--- config.mk ---
export PLATFORM = sky130hd
export DESIGN_NAME = gcd_inner
export DESIGN_NICKNAME = d
export VERILOG_FILES = /design/src/rtl/gcd_inner.sv
export SDC_FILE = /design/constraint.sdc
export NUM_CORES = 1
export LEC_CHECK = 0
export CORE_MARGIN = 2
export CORE_UTILIZATION = 30
export CTS_CLUSTER_SIZE = 24
export DETAILED_ROUTE_END_ITERATION = 12
export GPL_TIMING_DRIVEN = 1
export MAX_ROUTING_LAYER = met4
export PLACE_DENSITY_LB_ADDON = 0.3
export SETUP_SLACK_MARGIN = 0.4
export SLEW_MARGIN = 20
export SYNTH_ARGS = -nofsm -noshare
export SYNTH_HDL_FRONTEND = slang
export SYNTH_SLANG_ARGS = --single-unit
--- constraint.sdc ---
create_clock -name clock -period 3.3 [get_ports clock]
set_input_delay 0.66 -clock clock [delete_from_list [all_inputs] [get_ports clock]]
set_output_delay 0.66 -clock clock [all_outputs]
set_load 0.03 [all_outputs]
--- src/rtl/gcd_inner.sv ---
// Subtractive GCD engine: loads an operand pair, then iterates one subtraction per clock until y reaches zero.
// Optional macro GCD_INNER_ZERO_GUARD_EN: a load with io_a=0 and io_b!=0 finishes at once instead of spinning forever.
module gcd_inner #(
  parameter int WIDTH = 16
) (
  input  logic             clock,
  input  logic             reset,
  input  logic [WIDTH-1:0] io_a,
  input  logic [WIDTH-1:0] io_b,
  input  logic             io_e,
  output logic [WIDTH-1:0] io_z,
  output logic             io_v
);

  logic [WIDTH-1:0] x;
  logic [WIDTH-1:0] y;

  // NOTE: state registers use non-blocking assignments so every register samples pre-edge values.
  always_ff @(posedge clock or negedge reset) begin
    if (!reset) begin
      x <= '0;
      y <= '0;
    end else if (io_e) begin
`ifdef GCD_INNER_ZERO_GUARD_EN
      // gcd(0,b) = b; store it finished rather than letting y-x=y repeat forever.
      if (io_a == '0 && io_b != '0) begin
        x <= io_b;
        y <= '0;
      end else begin
        x <= io_a;
        y <= io_b;
      end
`else
      x <= io_a;
      y <= io_b;
`endif
    end else if (y != '0) begin
      // Always subtract the smaller from the larger, so the difference never wraps.
      if (x > y) x <= x - y;
      else       y <= y - x;
    end
  end

  assign io_z = x;
  assign io_v = (y == '0);

endmodule

==> flow_summary_export.csv, run 1 <==
group,metric,value,unit
sta,fin_crit,2.82,ns
sta,max_freq,355,MHz
logic_synthesis,ys.flop_type,"dfrtp_1",
routing,wl_met3,525,µm
setup_path,rr_worst_depth,8,
logic_synthesis,synth_cells,418,
placement,dp_hpwl,7.65,mm
global_route,grt_max_degree,37,
logic_synthesis,synth_nets,486,
job,max-cap-violations,0,
routing,dr.pass1.iters,5,
routing,drc,0,
layout,fin_nets,526,
sta,setup_viol,0,
logic_synthesis,syn_area,3330,µm²
floorplanning,core,10800,µm²
global_route,antenna_found_initial,0,
routing,drt-met1-wl,4.52,mm
logic_synthesis,synth_most_common_cell,"nand2_1",
clocking,cts_sinks,32,
floorplanning,start_util,30.7,%
sta,timing.final.crit_share,85.5,%
floorplanning,rows,38,
setup_path,r2r_end,"io_z[13]",
floorplanning,dieArea,12000,µm²
logic_synthesis,synth.avg_cell_area,7.97,µm²
routing,drt-initial-drc-count,218,
setup_path,crit_required,2.64,ns
routing,wl,10.1,mm
setup_path,start_kind,"flop",
routing,num_vias,3269,
sta,rsz0062_at_grt,"no",
logic_synthesis,synth_top_area_share,24.0,%
global_route,overflow,0,
logic_synthesis,ys_warn_count,0,
setup_path,rrSetupSlack,0.52,ns
layout,area_delta_synth_final,20.2,%
routing,wl_met2,4.80,mm
placement,gp_congestion,0.925,
clocking,numCtsBuffers,5,
setup_path,path_class,"flop to output pin",
logic_synthesis,yosysTopAreaCell,"dfrtp_1",
logic_synthesis,synth_edf_count,0,
run_status,status,"finished clean",
floorplanning,chipWidth,109,µm
clocking,htreeDepth,2,
layout,fin_cells,596,
floorplanning,ioPinCount,52,
routing,drtAntennaViolNets,0,
setup_path,endpoint_kind,"output pin",
min_path,worstHoldPathType,"flop to flop",
global_route,grt_usage,18.0,%
setup_path,cp_max_fo,4,
setup_path,r2r-start,"y[11]",
logic_synthesis,seq_area_frac_synth,24.0,%
placement,portBuffers,51,
sta,layout_setup_ws,0.479,ns
setup_path,arrival,2.16,ns
clocking,clk_pin_slew,0.07,ns
floorplanning,die_h,109,µm
clocking,cts_tree,"yes",
clocking,root_buffer,"clkbuf_8",
routing,via_per_inst,5.48,
clocking,postCtsHoldBufs,0,
min_path,whs_path_depth,2,
sta,hold_viol,0,
sta,max_slew_margin,43.8,%
logic_synthesis,synth_area_leaders,"dfrtp_1 24%, ha_1 12%, nand2_1 5.1%, inv_1 3.9%, xnor2_1 3.4%",
clocking,clk_path_buf_depth,2,
placement,place_ws,0.592,ns
global_route,grt_pass1_vias,3264,
logic_synthesis,ys_seq_elements,32,
routing,highest_layer,"met4",
min_path,worstHoldEndpoint,"y[15]",
routing,wl_per_cell,16.9,µm
clocking,clock_latency,0.30,ns
layout,drive_gt1_share,6.36,%
logic_synthesis,synthArstFlopShare,100,%
logic_synthesis,ys_types,61,
sta,tns,0,ns
placement,place_inst,591,
sta,skew,0.00471,ns
min_path,hp-start,"y[15]",
layout,n_antenna_cell,0,
sta,drv_slew,0,
global_route,grt_pass1_wl,16.2,mm
sta,max_slew.worst_pin.slew,0.842,ns
logic_synthesis,yosys-top-cells-count,"45 x nand2_1, 35 x inv_1, 32 x dfrtp_1",
==> kinds of logic after synthesis <==
group                    after synthesis  synth area share, %
multiplexers                           9                 2.70
buffers and inverters                 60                 7.96
adder cells (fa/ha/maj)               33                 12.8
flip-flops                            32                 24.0
AND/OR/NAND/NOR                      146                 22.0
XOR/XNOR                              19                 4.99
AO/OA/AOI/OAI                        119                 25.5
==> cell usage in the layout (no fill, tap or decap), types with 3 or more instances in the layout <==
cell             Yosys  routed
a21o_1               9       9
nand3_1             17      17
ha_1                31      31
xnor2_1             13      13
o21a_1               5       5
o21ai_1              7       7
and4_1               3       3
and2_1               5       5
o211ai_1             7       7
nor4_1               4       3
nand2b_1             7       7
nand2_1             45      45
a211oi_1             5       5
or2_2                3       3
o311ai_1             3       3
inv_1               35      35
dfrtp_1             32      32
xor2_1               6       6
mux2i_1              9       9
a31oi_1              7       7
clkbuf_8             0       5
and3_1               4       4
nor3_1              10      10
a211o_1              3       3
or3_1                7       7
clkdlybuf4s50_1      0      50
nand4_1              6       6
nor2b_1              3       3
nor2_1              26      26
a21oi_1             21      21
a221o_1              3       3
o311ai_0             4       4
o21ai_0             22      22
buf_4                3       7
==> routing by layer <==
layer	vias up	global-route usage, %
met4	0	6.78
met1	1565	22.9
met2	103	28.7
li1	1582	-
met3	19	2.67
met5	-	-
==> stage by stage <==
stage / area, µm² / utilization, % / hold slack, ns
after floorplan: 3330 / - / 0.364
after global placement: 3930 / 36.3 / 0.539
after detailed placement: 3930 / 36.3 / 0.550
after CTS: 4000 / 36.9 / 0.566
after global routing: 4010 / 37.0 / 0.605
final: 4010 / 37.0 / 0.554
==> critical path, cell delays in order (launching register included) <==
cell and delay [ns]:
dfrtp_1 0.43, nor4_2 0.36, and4_1 0.36, clkdlybuf4s50_1 0.72
==> flip-flops by register name (all words and copies together), names as in the netlist <==
name	flops
io_z	16
y	16
==> final cells by class <==
cell class | instances | area [µm²]
clock buffers | 5 | 68.8
fillers | 1160 | 6830
inverters | 35 | 131
multi-input cells | 326 | 2270
flip-flops and latches | 32 | 801
well taps | 140 | 175
repair buffers | 58 | 558
==> repair_timing <==
item / in CTS / in global routing
setup buffers: 0 / 0
setup endpoints to repair: 0 / 1
gates resized for setup: 0 / 1
==> worst max path at each step <==
stage / depth (start not counted) / to / start / slack [ns]
3_3_place_gp: 8 / io_z[15] / y[11] / 0.66
6_report: 3 / io_v / y[9] / 0.48
4_1_cts: 3 / io_v / y[9] / 0.41
5_1_grt: 9 / y[7] / y[9] / 0.41
2_1_floorplan: 10 / y[2] / io_z[0] / 0.70
3_5_place_dp: 8 / io_z[13] / y[11] / 0.59
Power of run 1 is left out: the tool's default activity adds up to more than one toggle a clock period on the data nets, which glitch-free logic cannot reach.
==> inputs of run 2 (changes only) <==
==> constraint.sdc (replaced) <==
create_clock -name clock -period 3.3 [get_ports clock]
set_input_delay 0.99 -clock clock [delete_from_list [all_inputs] [get_ports clock]]
set_output_delay 0.99 -clock clock [all_outputs]
set_load 0.03 [all_outputs]
==> flow_summary_export.csv, run 2 (synthesis gave the netlist of run 1 again) <==
group,metric,value,unit
routing,via_per_inst,5.37,
routing,wl,9.85,mm
sta,fin_crit,2.88,ns
placement,dp_hpwl,7.42,mm
floorplanning,die_h,109,µm
setup_path,rr_worst_depth,9,
layout,area_delta_synth_final,21.2,%
job,max-cap-violations,0,
run_status,status,"finished clean",
clocking,root_buffer,"clkbuf_8",
sta,max_slew_margin,45.8,%
clocking,clk_path_buf_depth,2,
setup_path,endpoint_kind,"output pin",
global_route,grt_pass1_wl,15.9,mm
layout,drive_gt1_share,7.17,%
setup_path,r2r-start,"y[0]",
sta,hold_viol,0,
global_route,grt_usage,17.4,%
clocking,clk_pin_slew,0.08,ns
sta,max_freq,347,MHz
clocking,clock_latency,0.30,ns
placement,gp_congestion,0.911,
floorplanning,chipWidth,109,µm
setup_path,rrSetupSlack,0.55,ns
sta,setup_viol,0,
layout,fin_nets,527,
sta,tns,0,ns
setup_path,start_kind,"flop",
clocking,cts_setup_buffers,0,
global_route,grt_max_degree,33,
sta,skew,0.00994,ns
setup_path,endpoint,"io_v",
sta,rsz0062_at_grt,"no",
floorplanning,start_util,30.7,%
floorplanning,rows,38,
routing,drtAntennaViolNets,0,
routing,drt-initial-drc-count,160,
sta,max_slew.worst_pin.slew,0.812,ns
clocking,cts_tree,"yes",
sta,drv_slew,0,
clocking,cts_sinks,32,
clocking,numCtsBuffers,5,
setup_path,r2r_end,"y[12]",
clocking,htreeDepth,2,
routing,num_vias,3219,
min_path,worstHoldPathType,"flop to flop",
layout,nFillCells,1157,
layout,n_antenna_cell,0,
setup_path,crit_required,2.31,ns
setup_path,path_class,"flop to output pin",
layout,final_common_cell,"clkdlybuf4s50_1",
setup_path,cp_max_fo,4,
floorplanning,ioPinCount,52,
clocking,postCtsHoldBufs,0,
placement,portBuffers,51,
routing,drc,0,
routing,wl_per_cell,16.4,µm
layout,final_cell_mix,"49 x clkdlybuf4s50_1, 45 x nand2_1, 35 x inv_1",
global_route,grt_pass1_vias,3163,
floorplanning,dieArea,12000,µm²
setup_path,arrival,1.89,ns
setup_path,crit_start,"y[9]",
sta,timing.final.crit_share,87.3,%
global_route,antenna_found_initial,0,
floorplanning,core,10800,µm²
routing,dr.pass1.iters,5,
global_route,overflow,0,
[run 2: cell count changes in the layout (fill, tap and decap cells not counted), sizes merged]
cell,previous run,this run
buf,8,9
clkbuf,5,6
clkdlybuf4s15,0,1
clkdlybuf4s50,50,49
clkinv,0,2
[run 2: area by class of cell]
type | count | area [µm²] | share of cell area [%]
timing repair buffer | 59 | 566 | 14.0
tap | 140 | 175 | 4.34
sequential | 32 | 801 | 19.8
multi-input combinational | 326 | 2270 | 56.3
inverter | 35 | 131 | 3.25
clock inverter | 2 | 10.0 | 0.248
clock buffer | 6 | 82.6 | 2.05
[run 2: timing repair]
item | CTS | global route
gates resized for setup | 1 | 2
cloned | 0 | 0
endpoints found under the setup margin | 1 | 1
[run 2: critical path: stages (launching register included)]
cell             delay, ns
dfrtp_1               0.42
nor4_1                0.41
and4_1                0.36
clkdlybuf4s15_1       0.40
[run 2: worst min-delay path by stage]
| stage | startpoint | end | slack (ns) | depth (start not counted) |
|---|---|---|---|---|
| 6_report | y[15] | y[15] | 0.56 | 2 |
| 3_3_place_gp | y[15] | y[15] | 0.53 | 2 |
| 2_1_floorplan | y[15] | y[15] | 0.49 | 2 |
| 3_5_place_dp | y[15] | y[15] | 0.55 | 2 |
| 5_1_grt | y[15] | y[15] | 0.61 | 2 |
| 4_1_cts | y[15] | y[15] | 0.57 | 2 |
[run 2: per-layer routing]
layer  up-vias  wire length (µm)  GRT usage, %
met5         -                 0             -
met4         0                95          3.44
met3        11               444          2.37
met2        73              4670          29.2
met1      1551              4640          22.5
li1       1584                 -             -
[run 2: stage by stage]
stage / std cells / hold WS [ns] / worst slack [ns] / utilization (%) / cell area (µm²)
2_1_floorplan: 418 / 0.490 / 0.701 / - / 3330
3_3_place_gp: 592 / 0.533 / 0.450 / 36.3 / 3940
3_5_place_dp: 592 / 0.551 / 0.465 / 36.3 / 3940
4_1_cts: 600 / 0.570 / 0.412 / 37.2 / 4030
5_1_grt: 600 / 0.612 / 0.401 / 37.2 / 4040
6_report: 600 / 0.561 / 0.420 / 37.2 / 4040
Power of run 2 is left out for the same reason.
==> RTL edit, RTL diff (config.mk and constraints of run 2) <==
Add a define of `GCD_INNER_ZERO_GUARD_EN`.
--- a/src/rtl/gcd_inner.sv
+++ b/src/rtl/gcd_inner.sv
@@ -1,5 +1,7 @@
 // Subtractive GCD engine: loads an operand pair, then iterates one subtraction per clock until y reaches zero.
 // Optional macro GCD_INNER_ZERO_GUARD_EN: a load with io_a=0 and io_b!=0 finishes at once instead of spinning forever.
+`define GCD_INNER_ZERO_GUARD_EN
+
 module gcd_inner #(
   parameter int WIDTH = 16
 ) (
Function: changed (Yosys sat finds a counterexample within 4 cycles, from zero or initial values and one cycle with reset low).
==> RTL edit against run 2 <==
  * Clock skew shrank 6.6 ps
  * Routed wire length is 27% higher
  * Sequential cell count is the same
  * Hold slack gained 3.7 ps
  * Sequential share of layout area decreased by 2.7 points
  * Non-clock buffer count up 12
  * Setup slack better by 17 ps
  * Cell area increased by 16%
  * Area after synthesis is 11% higher
  * Fmax rose by 0.59%
Power is left out: the tool's default activity adds up to more than one toggle a clock period on the data nets, which glitch-free logic cannot reach.
==> RTL edit: results (changes against run 2) <==
| Metric | Value |
|---|---|
| End of the worst hold path | y[3]$_DFFE_PN0P_ (was y[15]$_DFFE_PN0P_) |
| CP peak stage delay | 500 ps (was 420 ps) |
| H-Tree Depth | 2 (unchanged) |
| 1st-iter DRT viols | 257 (was 160) |
| Xor/xnor share of the synthesized area | 2.85% (was 4.99%) |
| Mux contribution to synthesized area | 7.80% (was 2.70%) |
| Global placement routability congestion | 0.920 (was 0.911) |
| Clock-pin slew on the worst setup and hold paths | 60 ps (was 80 ps) |
| Drt pass-1 iters | 5 (unchanged) |
| Largest net degree at the start of global routing | 59 (was 33) |
| Tightest Pin Transition | 765 ps (was 812 ps) |
| Clock Latency Late Sink | 280 ps (was 300 ps) |
| # fillers | 1233 (was 1157) |
| Compound-Gate Fraction of Synth Area | 27.8% (was 25.5%) |
| Synth Warn # | 0 (unchanged) |
| First-pass GRT wire length | 19800 µm (was 15900 µm) |
| Vias in the first global route | 3630 (was 3163) |
| Layout cells sized above 1 | 15.6% (was 7.17%) |
| DR vias | 3694 (was 3219) |
| Sequential share of the synthesized area | 21.7% (was 24.0%) |
| Distinct cells, synth | 64 (was 61) |
| ANT cells | 0 (unchanged) |
| Status | finished, final reports clean (unchanged) |
| Internal reg-to-reg setup slack | 530 ps (was 550 ps) |
| FFs w/ async S/R, synth | 100% (unchanged) |
| Worst Skew | 3.34 ps (was 9.94 ps) |
| WHS | 564 ps (was 561 ps) |
| DIE AREA | 13200 µm² (was 12000 µm²) |
| HP Start | y[3]$_DFFE_PN0P_ (was y[15]$_DFFE_PN0P_) |
| Drt total wl | 12500 µm (was 9850 µm) |
| HP Class | reg2reg (unchanged) |
| Final #Nets | 567 (was 527) |
| Worst r2r src | y[0]$_DFFE_PN0P_ (unchanged) |
| Top cells by area, synth | dfrtp_1 (22%), ha_1 (11%), a21oi_1 (5.6%), inv_1 (4.2%), nand2_1 (3.6%) (was dfrtp_1 (24%), ha_1 (12%), nand2_1 (5.1%), inv_1 (3.9%), xnor2_1 (3.4%)) |
| Placed cell areas | 4340 µm² (was 3940 µm²) |
| CTS buffer count | 5 (unchanged) |
| Most used DFF post-synth | dfrtp_1 (unchanged) |
| Worst r2r path cells | 9 (unchanged) |
| End of the worst register-to-register path | y[5]$_DFFE_PN0P_ (was y[12]$_DFFE_PN0P_) |
| Worst Path Arrival | 3090 ps (was 1890 ps) |
| Max Root-Sink Buffers | 2 (unchanged) |
| Gr usage total | 19.8% (was 17.4%) |
| Crit-path slowest cell | clkdlybuf4s50_1 (was dfrtp_1) |
| Post-DP HPWL | 9530 µm (was 7420 µm) |
| Hold path cells | 1 (was 2) |
| Top post-synthesis cells by count | a21oi_1 (41), inv_1 (41), nand2_1 (35) (was nand2_1 (45), inv_1 (35), dfrtp_1 (32)) |
| Post-synthesis adder-cell area fraction | 11.6% (was 12.8%) |
| Clock root cell | clkbuf_16 (was clkbuf_8) |
| Max FO, Critical Path | 4 (unchanged) |
| Crit-path leading delay family | simple AND/OR/NAND/NOR gates (unchanged) |
| Syn Nets | 519 (was 486) |
-- RTL edit: cell types whose count changed after synthesis, sizes merged, moves of 8 or more --
cell   delta
mux2     +15
nor4      +9
o22ai     +8
a21oi    +23
nand3    -10
nand2     -9
o21ai    -12
-- RTL edit: how the worst max path moves through the flow --
stage,slack [ps],to,start,cells after the start
6_report,440,io_z[14]$_DFFE_PN0P_,io_a[9],9
4_1_cts,410,io_z[7]$_DFFE_PN0P_,io_b[9],8
3_3_place_gp,-140,io_z[7]$_DFFE_PN0P_,io_b[3],9
3_5_place_dp,-130,io_z[7]$_DFFE_PN0P_,io_b[3],9
5_1_grt,350,io_z[14]$_DFFE_PN0P_,io_a[6],10
2_1_floorplan,540,y[4]$_DFFE_PN0P_,io_z[0]$_DFFE_PN0P_,11
-- RTL edit: layout make-up --
cell class                 count  share of cell area [%]
multi-input combinational    347                    57.8
sequential                    32                    17.1
timing repair buffer          71                    14.7
tap                          147                    3.93
inverter                      42                    3.37
clock buffer                   8                    3.13
-- RTL edit: per-stage QoR --
| stage | worst slack, ps | std cells | TNS, ps | utilization [%] |
|---|---|---|---|---|
| 2_1_floorplan | 539 | 451 | 0 | - |
| 3_3_place_gp | -141 | 637 | -141 | 36.1 |
| 3_5_place_dp | -125 | 637 | -172 | 36.1 |
| 4_1_cts | 409 | 645 | 0 | 37.8 |
| 5_1_grt | 348 | 647 | 0 | 39.0 |
| 6_report | 437 | 647 | 0 | 39.0 |
-- RTL edit: per-layer routing --
layer	part of all wire (%)	track usage (%)	vias up
met4	2.6	5.94	0
li1	-	-	1753
met1	44	25.4	1781
met3	4.9	2.32	20
met2	48	32.8	140
met5	0	-	-
-- RTL edit: timing repair --
action	CTS	global route
resized for setup	14	28
pin swaps	3	10
gates cloned	0	0
setup buffers	0	2
endpoints found under the setup margin	10	18
